### src/rtl/booth_r4_mul.sv
// Sequential radix-4 Booth multiplier producing the full 2N-bit product of
// signed/unsigned operands, with a fixed data-independent latency.
module booth_r4_mul #(
  parameter int N = 32
) (
  input  logic             clk,
  input  logic             rst_n,
  input  logic             start,
  input  logic             a_signed,
  input  logic             b_signed,
  input  logic [N-1:0]     multiplicand,
  input  logic [N-1:0]     multiplier,
  output logic             busy,
  output logic             done,
  output logic [2*N-1:0]   product
);

  localparam int EW   = N + 2;
  localparam int UW   = N + 4;
  localparam int PW   = UW + EW + 1;
  localparam int ITER = EW / 2;
  localparam int CW   = $clog2(ITER + 1);

  typedef enum logic [1:0] {
    IDLE,
    RUNNING,
    DONE
  } state_t;

  state_t          r_state;
  state_t          w_next;
  logic [EW-1:0]   r_aExt;
  logic [PW-1:0]   r_p;
  logic [CW-1:0]   r_cnt;
  logic [2*N-1:0]  r_product;

  logic [EW-1:0]   w_aExt;
  logic [EW-1:0]   w_bExt;
  logic [UW-1:0]   w_a4;
  logic [UW-1:0]   w_mult;
  logic [UW-1:0]   w_upperSum;
  logic [PW-1:0]   w_pAdded;
  logic [PW-1:0]   w_pShifted;
  logic            w_lastIter;

  // The extra sign bit keeps unsigned operands positive; two bits make the
  // operand length even so the digit count comes out integral.
  assign w_aExt = a_signed ? {{2{multiplicand[N-1]}}, multiplicand} : {2'b00, multiplicand};
  assign w_bExt = b_signed ? {{2{multiplier[N-1]}}, multiplier}     : {2'b00, multiplier};

  assign w_a4       = {{2{r_aExt[EW-1]}}, r_aExt};
  assign w_lastIter = (r_cnt == CW'(ITER));

  always_comb begin
    w_mult = '0;
    case (r_p[2:0])
      3'b001, 3'b010: w_mult = w_a4;
      3'b011:         w_mult = w_a4 << 1;
      3'b100:         w_mult = -(w_a4 << 1);
      3'b101, 3'b110: w_mult = -w_a4;
      default:        w_mult = '0;
    endcase
  end

  assign w_upperSum = r_p[PW-1 -: UW] + w_mult;
  assign w_pAdded   = {w_upperSum, r_p[EW:0]};
  assign w_pShifted = PW'($signed(w_pAdded) >>> 2);

  always_comb begin
    w_next = r_state;
    case (r_state)
      IDLE:    if (start) w_next = RUNNING;
      RUNNING: if (w_lastIter) w_next = DONE;
      DONE:    w_next = IDLE;
      default: w_next = IDLE;
    endcase
  end

  // After the last digit one settling cycle latches the product on entry to DONE.
  always_ff @(posedge clk) begin
    if (!rst_n) begin
      r_state   <= IDLE;
      r_aExt    <= '0;
      r_p       <= '0;
      r_cnt     <= '0;
      r_product <= '0;
    end else begin
      r_state <= w_next;
      case (r_state)
        IDLE: begin
          if (start) begin
            r_aExt <= w_aExt;
            r_p    <= {{UW{1'b0}}, w_bExt, 1'b0};
            r_cnt  <= '0;
          end
        end
        RUNNING: begin
          if (!w_lastIter) begin
            r_p   <= w_pShifted;
            r_cnt <= r_cnt + 1'b1;
          end else begin
            r_product <= r_p[2*N:1];
          end
        end
        default: ;
      endcase
    end
  end

  assign busy    = (r_state != IDLE);
  assign done    = (r_state == DONE);
  assign product = r_product;

endmodule
### config.mk
export PLATFORM = sky130hd
export DESIGN_NAME = booth_r4_mul
export DESIGN_NICKNAME = d
export VERILOG_FILES = /design/src/rtl/booth_r4_mul.sv
export SDC_FILE = /design/constraint.sdc
export NUM_CORES = 1
export LEC_CHECK = 0
export CAP_MARGIN = 10
export CORE_ASPECT_RATIO = 1.1
export CORE_MARGIN = 1.5
export CORE_UTILIZATION = 45
export CTS_BUF_LIST = sky130_fd_sc_hd__clkbuf_4 sky130_fd_sc_hd__clkbuf_8 sky130_fd_sc_hd__clkbuf_16
export DETAILED_ROUTE_END_ITERATION = 10
export GPL_ROUTABILITY_DRIVEN = 0
export PLACE_DENSITY = 0.82
export SLEW_MARGIN = 30
export SYNTH_ARGS = -nofsm -noshare
export SYNTH_HDL_FRONTEND = slang
export SYNTH_SLANG_ARGS = --single-unit
### constraint.sdc
create_clock -name clk -period 4.75 [get_ports clk]
set_clock_uncertainty 0.2 [all_clocks]
set_input_delay 0.7125 -clock clk [delete_from_list [all_inputs] [get_ports clk]]
set_output_delay 0.7125 -clock clk [all_outputs]
set_load 0.02 [all_outputs]
## Word-level counts from Yosys, hierarchy flattened

Cells that the tools add are included.

| word-level totals | value |
|---|---|
| register bits | 176 |
| input bits | 69 |
| output and inout bits | 66 |
| word-level logic and storage cells | 42 |

| operators by class | value |
|---|---|
| add/subtract/negate cells | 4 |
| equality and inequality tests | 12 |
| mux-type cells | 12 |
| reduce and logical (&&, ||, !) cells | 9 |

Operator list:

| operator | number |
|---|---|
| 36-bit case mux with 4 select lines | 1 |
| 71-bit two-way mux | 2 |
| 71-bit case mux with 2 select lines | 1 |
| 36-bit negator | 2 |
| 34-bit two-way mux | 2 |
| 36-bit adder | 1 |
| 5-bit two-way mux | 2 |
| 5-bit case mux with 2 select lines | 1 |
| 3-bit == test (second input constant) | 3 |
| 3-bit by 2-bit == test with 1-bit output (second input constant) | 2 |
| 2-bit inequality test (second input constant) | 3 |
| 2-bit AND reduction | 3 |
| 5-bit by 1-bit adder with 5-bit output (second input constant) | 1 |
| 5-bit == test (second input constant) | 1 |
| 2-bit two-way mux | 2 |
| 2-bit case mux with 2 select lines | 1 |
| 2-bit nonzero test | 2 |
| 2-bit OR reduction | 2 |
| 3-bit by 1-bit == test with 1-bit output (second input constant) | 1 |
| 3-bit AND reduction | 1 |
| 2-bit by 1-bit == test with 1-bit output (second input constant) | 1 |
| 2-bit == test (second input constant) | 1 |
| 2-bit zero test | 1 |

## Longest topological paths before layout

| logic depth | value |
|---|---|
| word-level depth | 6 |
| mapped depth | 23 |
| mapped depth without buffers | 21 |

## Least setup slack after synthesis

OpenSTA, ideal clock, no wires.

| timing path | value |
|---|---|
| kind | register to register |
| start | reg r_aExt[1] |
| end | reg r_p[63] |
| library setup time | 0.087 ns |
| data arrival time | 4.478 ns |
| data required time | 4.463 ns |
| slack | -0.015 ns |
| cell stages (with the launch flop) | 24 |
| path buffers | 2 |
| clock period less this slack | 4.765 ns |
| path through | dfxtp_1 > clkbuf_1 > inv_1 > ha_1 > nor3b_1 > nand4_1 > or2_1 > nor3_1 > nor2b_1 > mux2i_1 > o22ai_1 > nand2_1 > o21ai_1 > ha_1 > clkbuf_1 > nand3_1 > nor3_1 > nand3_1 > a211oi_1 > o2111ai_1 > a31oi_1 > o21a_1 > nor3_1 > o31ai_1 |

| between the ends | value |
|---|---|
| longest elaborated chain between the ends | 5 |
| elaborated cells between the ends (all ways) | 6 |
| classes of those cells | add/sub: 3; mux: 3 |

RTL lines:

| element | line | text |
|---|---|---|
| from (decl) | 32 | `logic [EW-1:0] r_aExt;` |
| from (signal assigned) | 92 | `r_aExt <= w_aExt;` |
| 36-bit negator, on equally long branches | 60, 59 |  |
| 36-bit case mux with 4 select lines (*) | 56 | `case (r_p[2:0])` |
| 36-bit adder (*) | 65 | `assign w_upperSum = r_p[PW-1 -: UW] + w_mult;` |
| 71-bit two-way mux (*) | 98 | `if (!w_lastIter) begin` |
| 71-bit case mux with 2 select lines (*) | 89 | `case (r_state)` |
| to (signal assigned) | 93 | `r_p <= {{UW{1'b0}}, w_bExt, 1'b0};` |
| to (signal assigned) | 99 | `r_p <= w_pShifted;` |
| to (decl) | 33 | `logic [PW-1:0] r_p;` |

Mark *: on every way between the ends. The rest lies on a longest branch, timed or not. The select of a mux whose other input is x is not followed.
A chain may end at the register's enable or synchronous reset.

## Worst setup path in the final report

| timing path | value |
|---|---|
| start | reg r_aExt[17] |
| end | reg r_p[67] |

The elaborated chain is that of the path after synthesis.

==> PnR_summary.wiki <==
{| class="wikitable"
! Metric !! Value
|-
| Result of the run || complete, no violations
|-
| Critical path class || reg -> reg
|-
| Post-Syn Instances || 1,424
|-
| Core region area || 22,200 sq um
|-
| H-tree depth || 4
|-
| Cells after DPL || 1,790
|-
| Element type at the critical path start || register
|-
| Maximum capacitance violations || 0
|-
| Slowest stage delay, CP || 620 ps
|-
| Post-Synth XOR/XNOR Area || 0.0625
|-
| Power density over cell area || 318 nW/um^2
|-
| Insertion delay of the later-clocked pin in the worst-skew pair || 440 ps
|-
| R2r endpoint || r_p[67]
|-
| Layout Cells excl Fill || 1,827
|-
| Number of nets in the layout || 1,627
|-
| Final Max Slew Viols || 0
|-
| RSZ-0062 raised after global routing || true
|-
| Vias in the first global route || 9,700
|-
| Slew at the pin closest to its max-slew limit || 810 ps
|-
| Setup slack of the worst register-to-register path || 190 ps
|-
| Clock tree from TritonCTS || built
|-
| Hold Crit Endpoint || product[4]
|-
| Number of buffers added on ports || 134
|-
| Basic-gate share of the synthesized area counting and, or, nand and nor cells || 0.250
|-
| Overall routed net length || 29,000 um
|-
| Post-synth design cell area || 10,200 sq um
|-
| Number of antenna violations at the first check in global routing || 0
|-
| Synth Register Bits || 173
|-
| Iteration-0 DRC count of the detailed router || 998
|-
| All-layer global routing usage || 0.237
|-
| Placement row count || 57
|-
| Share of layout cells above drive strength 1 || 0.0901
|-
| Congestion Overflow GR || 0
|-
| Main combinational cell family by area after synthesis || simple AND/OR/NAND/NOR gates
|-
| Worst-case vdd ir drop || 0.224 mV
|-
| Max transition margin || 0.460
|-
| Post-CTS clock slew at the launch and capture registers of the worst setup and hold paths || 80 ps
|-
| Via/cell ratio || 5.83
|-
| Detailed Routing Iterations Pass 1 || 6
|-
| Commonest non-fill, non-tap cell in the layout || sky130_fd_sc_hd__nand2_1
|-
| Critical Path AT || 4670 ps
|-
| Avg Cell Area, Syn || 7.18 sq um
|-
| DRC violations left || 0
|-
| Initial core utilization || 0.461
|-
| Count of endpoints failing setup in the final report || 0
|-
| Slowest-stage cell, CP || sky130_fd_sc_hd__or4b_4
|-
| First-pass GRT wire length || 46,700 um
|-
| Flip-flop cell with the highest count after synthesis || sky130_fd_sc_hd__dfxtp_1
|-
| RR Startpoint || r_aExt[17]
|-
| Maximum buffer depth of the clock tree || 2
|-
| Async set or reset register ratio after synthesis || 0
|-
| Clock sink count || 173
|-
| Crit path max-delay family || simple AND/OR/NAND/NOR gates
|-
| Critical path cell sequence || or4_1 > or4b_4 > or2_1 > and3_1 > a21oi_1 > o311a_1 > a32oi_1 > o21ai_2 > ha_2 > a21o_1 > a21o_1 > a21oi_1 > o21ai_0 > nand3_1 > nand2_1 > a31oi_2 > xor2_1 > o21ai_1
|-
| Final Hold Vio Count || 0
|-
| Leading cell types in the layout, fill and taps excluded || sky130_fd_sc_hd__nand2_1 (374), sky130_fd_sc_hd__dfxtp_1 (170), sky130_fd_sc_hd__a21oi_1 (160)
|-
| Critical path endpoint category || register
|-
| Buffering stage count on the worst path with inverters included || 0
|-
| Antenna diode instance count || 0
|-
| Area growth from synthesis to final layout || 24.7%
|-
| Worst hold margin || 254 ps
|-
| Wire length per cell || 15.9 um
|-
| Startpoint of the lowest-slack hold path || product[4]
|-
| Final standard cell area without fillers || 12,800 sq um
|-
| Count of yosys warnings during synthesis || 0
|-
| Total I/O pin count || 135
|-
| Maximum number of pins on one net before global-route repair || 83
|-
| Count of distinct cell types in the synthesized netlist || 70
|-
| Root buffer selected by CTS || sky130_fd_sc_hd__clkbuf_16
|-
| EDFF count, synth || 0
|-
| Post-synthesis mux area share || 0.00808
|-
| Number of stages on the worst hold path || 2
|-
| DR vias || 10,654
|-
| Die span in x || 147 um
|-
| Hold/Removal Path Class || reg -> reg
|-
| Antenna-violating nets left || 0
|-
| Tmin final || 4560 ps
|-
| CTS Buf Count || 17
|-
| Required time at the endpoint of the critical path || 4860 ps
|-
| Total nets after synthesis || 1,532
|-
| Fraction of the mapped netlist area in compound gates || 0.242
|-
| Final period util || 0.961
|-
| HPWL after detailed placement || 20,200 um
|-
| Fraction of the yosys area taken by sequential cells || 0.339
|-
| Full die area || 23,600 sq um
|-
| Cell leakage power || 4.78 nW
|-
| Count of cells along the worst register-to-register path || 18
|-
| Area share of fa/ha/maj cells after synthesis || 0.0485
|-
| Maximum clock rate || 219 MHz
|-
| Chip height || 161 um
|-
| Worst Path Max Fanout || 6
|-
| Post-DP Area || 11,900 sq um
|}
-- metrics by stage --
step / worst slack, ps / total power [mW] / setup TNS (ps) / util
2_1_floorplan: 79.0 / 2.24 / 0 / -
3_3_place_gp: 264 / 2.50 / 0 / 0.537
3_5_place_dp: 105 / 2.52 / 0 / 0.538
4_1_cts: 47.3 / 4.00 / 0 / 0.566
5_1_grt: -82.4 / 4.23 / -141 / 0.575
6_report: 187 / 4.06 / 0 / 0.575
-- cell families after synthesis --
family	Yosys count
simple gates	597
buf+inv	133
mux	8
xor+xnor	73
flops	173
fa+ha+maj	39
compound gates	401
-- what timing repair did --
action / 4_1_cts / 5_1_grt
setup endpoints to repair: 0 / 12
resized for setup: 0 / 43
buffers inserted: 0 / 5
hold buffers: 0 / 0
-- worst reg2reg max path: cells and delay by family (launching register included) --
family / cells / cell delay (ps)
xor+xnor: 1 / 190
fa+ha+maj: 1 / 360
compound gates: 10 / 1410
simple gates: 6 / 1910
flops: 1 / 370
-- state kept, by name (all words and copies together), names as in the netlist --
register  flops
product      64
r_aExt       33
r_cnt         5
r_p          69
r_state       2
-- report_power, final --
part | internal, mW | total, mW | switching [mW] | leakage (nW)
clock | 0.772 | 1.50 | 0.729 | 0.308
sequential | 1.52 | 1.60 | 0.0791 | 1.41
combinational | 0.403 | 0.960 | 0.557 | 3.06
-- synth_stat cells (18+ instances only) --
cell,count,share of area
sky130_fd_sc_hd__o21ai_0,49,0.024
sky130_fd_sc_hd__nand3_1,34,0.017
sky130_fd_sc_hd__nor2_1,99,0.036
sky130_fd_sc_hd__a311oi_1,31,0.027
sky130_fd_sc_hd__nand2_1,376,0.14
sky130_fd_sc_hd__dfxtp_1,173,0.34
sky130_fd_sc_hd__xor2_1,30,0.026
sky130_fd_sc_hd__xnor2_1,43,0.037
sky130_fd_sc_hd__o21ai_1,25,0.012
sky130_fd_sc_hd__clkbuf_1,102,0.037
sky130_fd_sc_hd__a31oi_1,25,0.015
sky130_fd_sc_hd__a221oi_1,18,0.015
sky130_fd_sc_hd__ha_1,38,0.047
sky130_fd_sc_hd__a21o_1,19,0.014
sky130_fd_sc_hd__a21oi_1,164,0.080
-- routing by layer --
layer	vias up	wire (um)	track usage
met3	78	2250	0.0390
met2	489	13300	0.381
met1	4931	12600	0.316
met4	0	834	0.0923
met5	-	0	0
li1	5156	-	-
-- area by class of cell --
cell class | instances | area, sq um
Fill cell | 2033 | 9430
Multi-Input combinational cell | 1118 | 6430
Sequential cell | 173 | 3470
Timing Repair Buffer | 191 | 1780
Clock buffer | 17 | 425
Tap cell | 295 | 369
Clock inverter | 15 | 213
Inverter | 18 | 70.1
-- worst max path at each step --
stage                     from       to  slack [ps]  depth (start not counted)
floorplan            r_aExt[7]  r_p[63]          80                         21
global placement     r_aExt[0]  r_p[63]         260                         22
detailed placement   r_aExt[0]  r_p[63]         100                         22
CTS                  r_aExt[0]  r_p[63]          50                         22
global route        r_aExt[17]  r_p[67]         -80                         18
finish              r_aExt[17]  r_p[67]         190                         18
No activity file was read; power rests on OpenSTA's default activity.
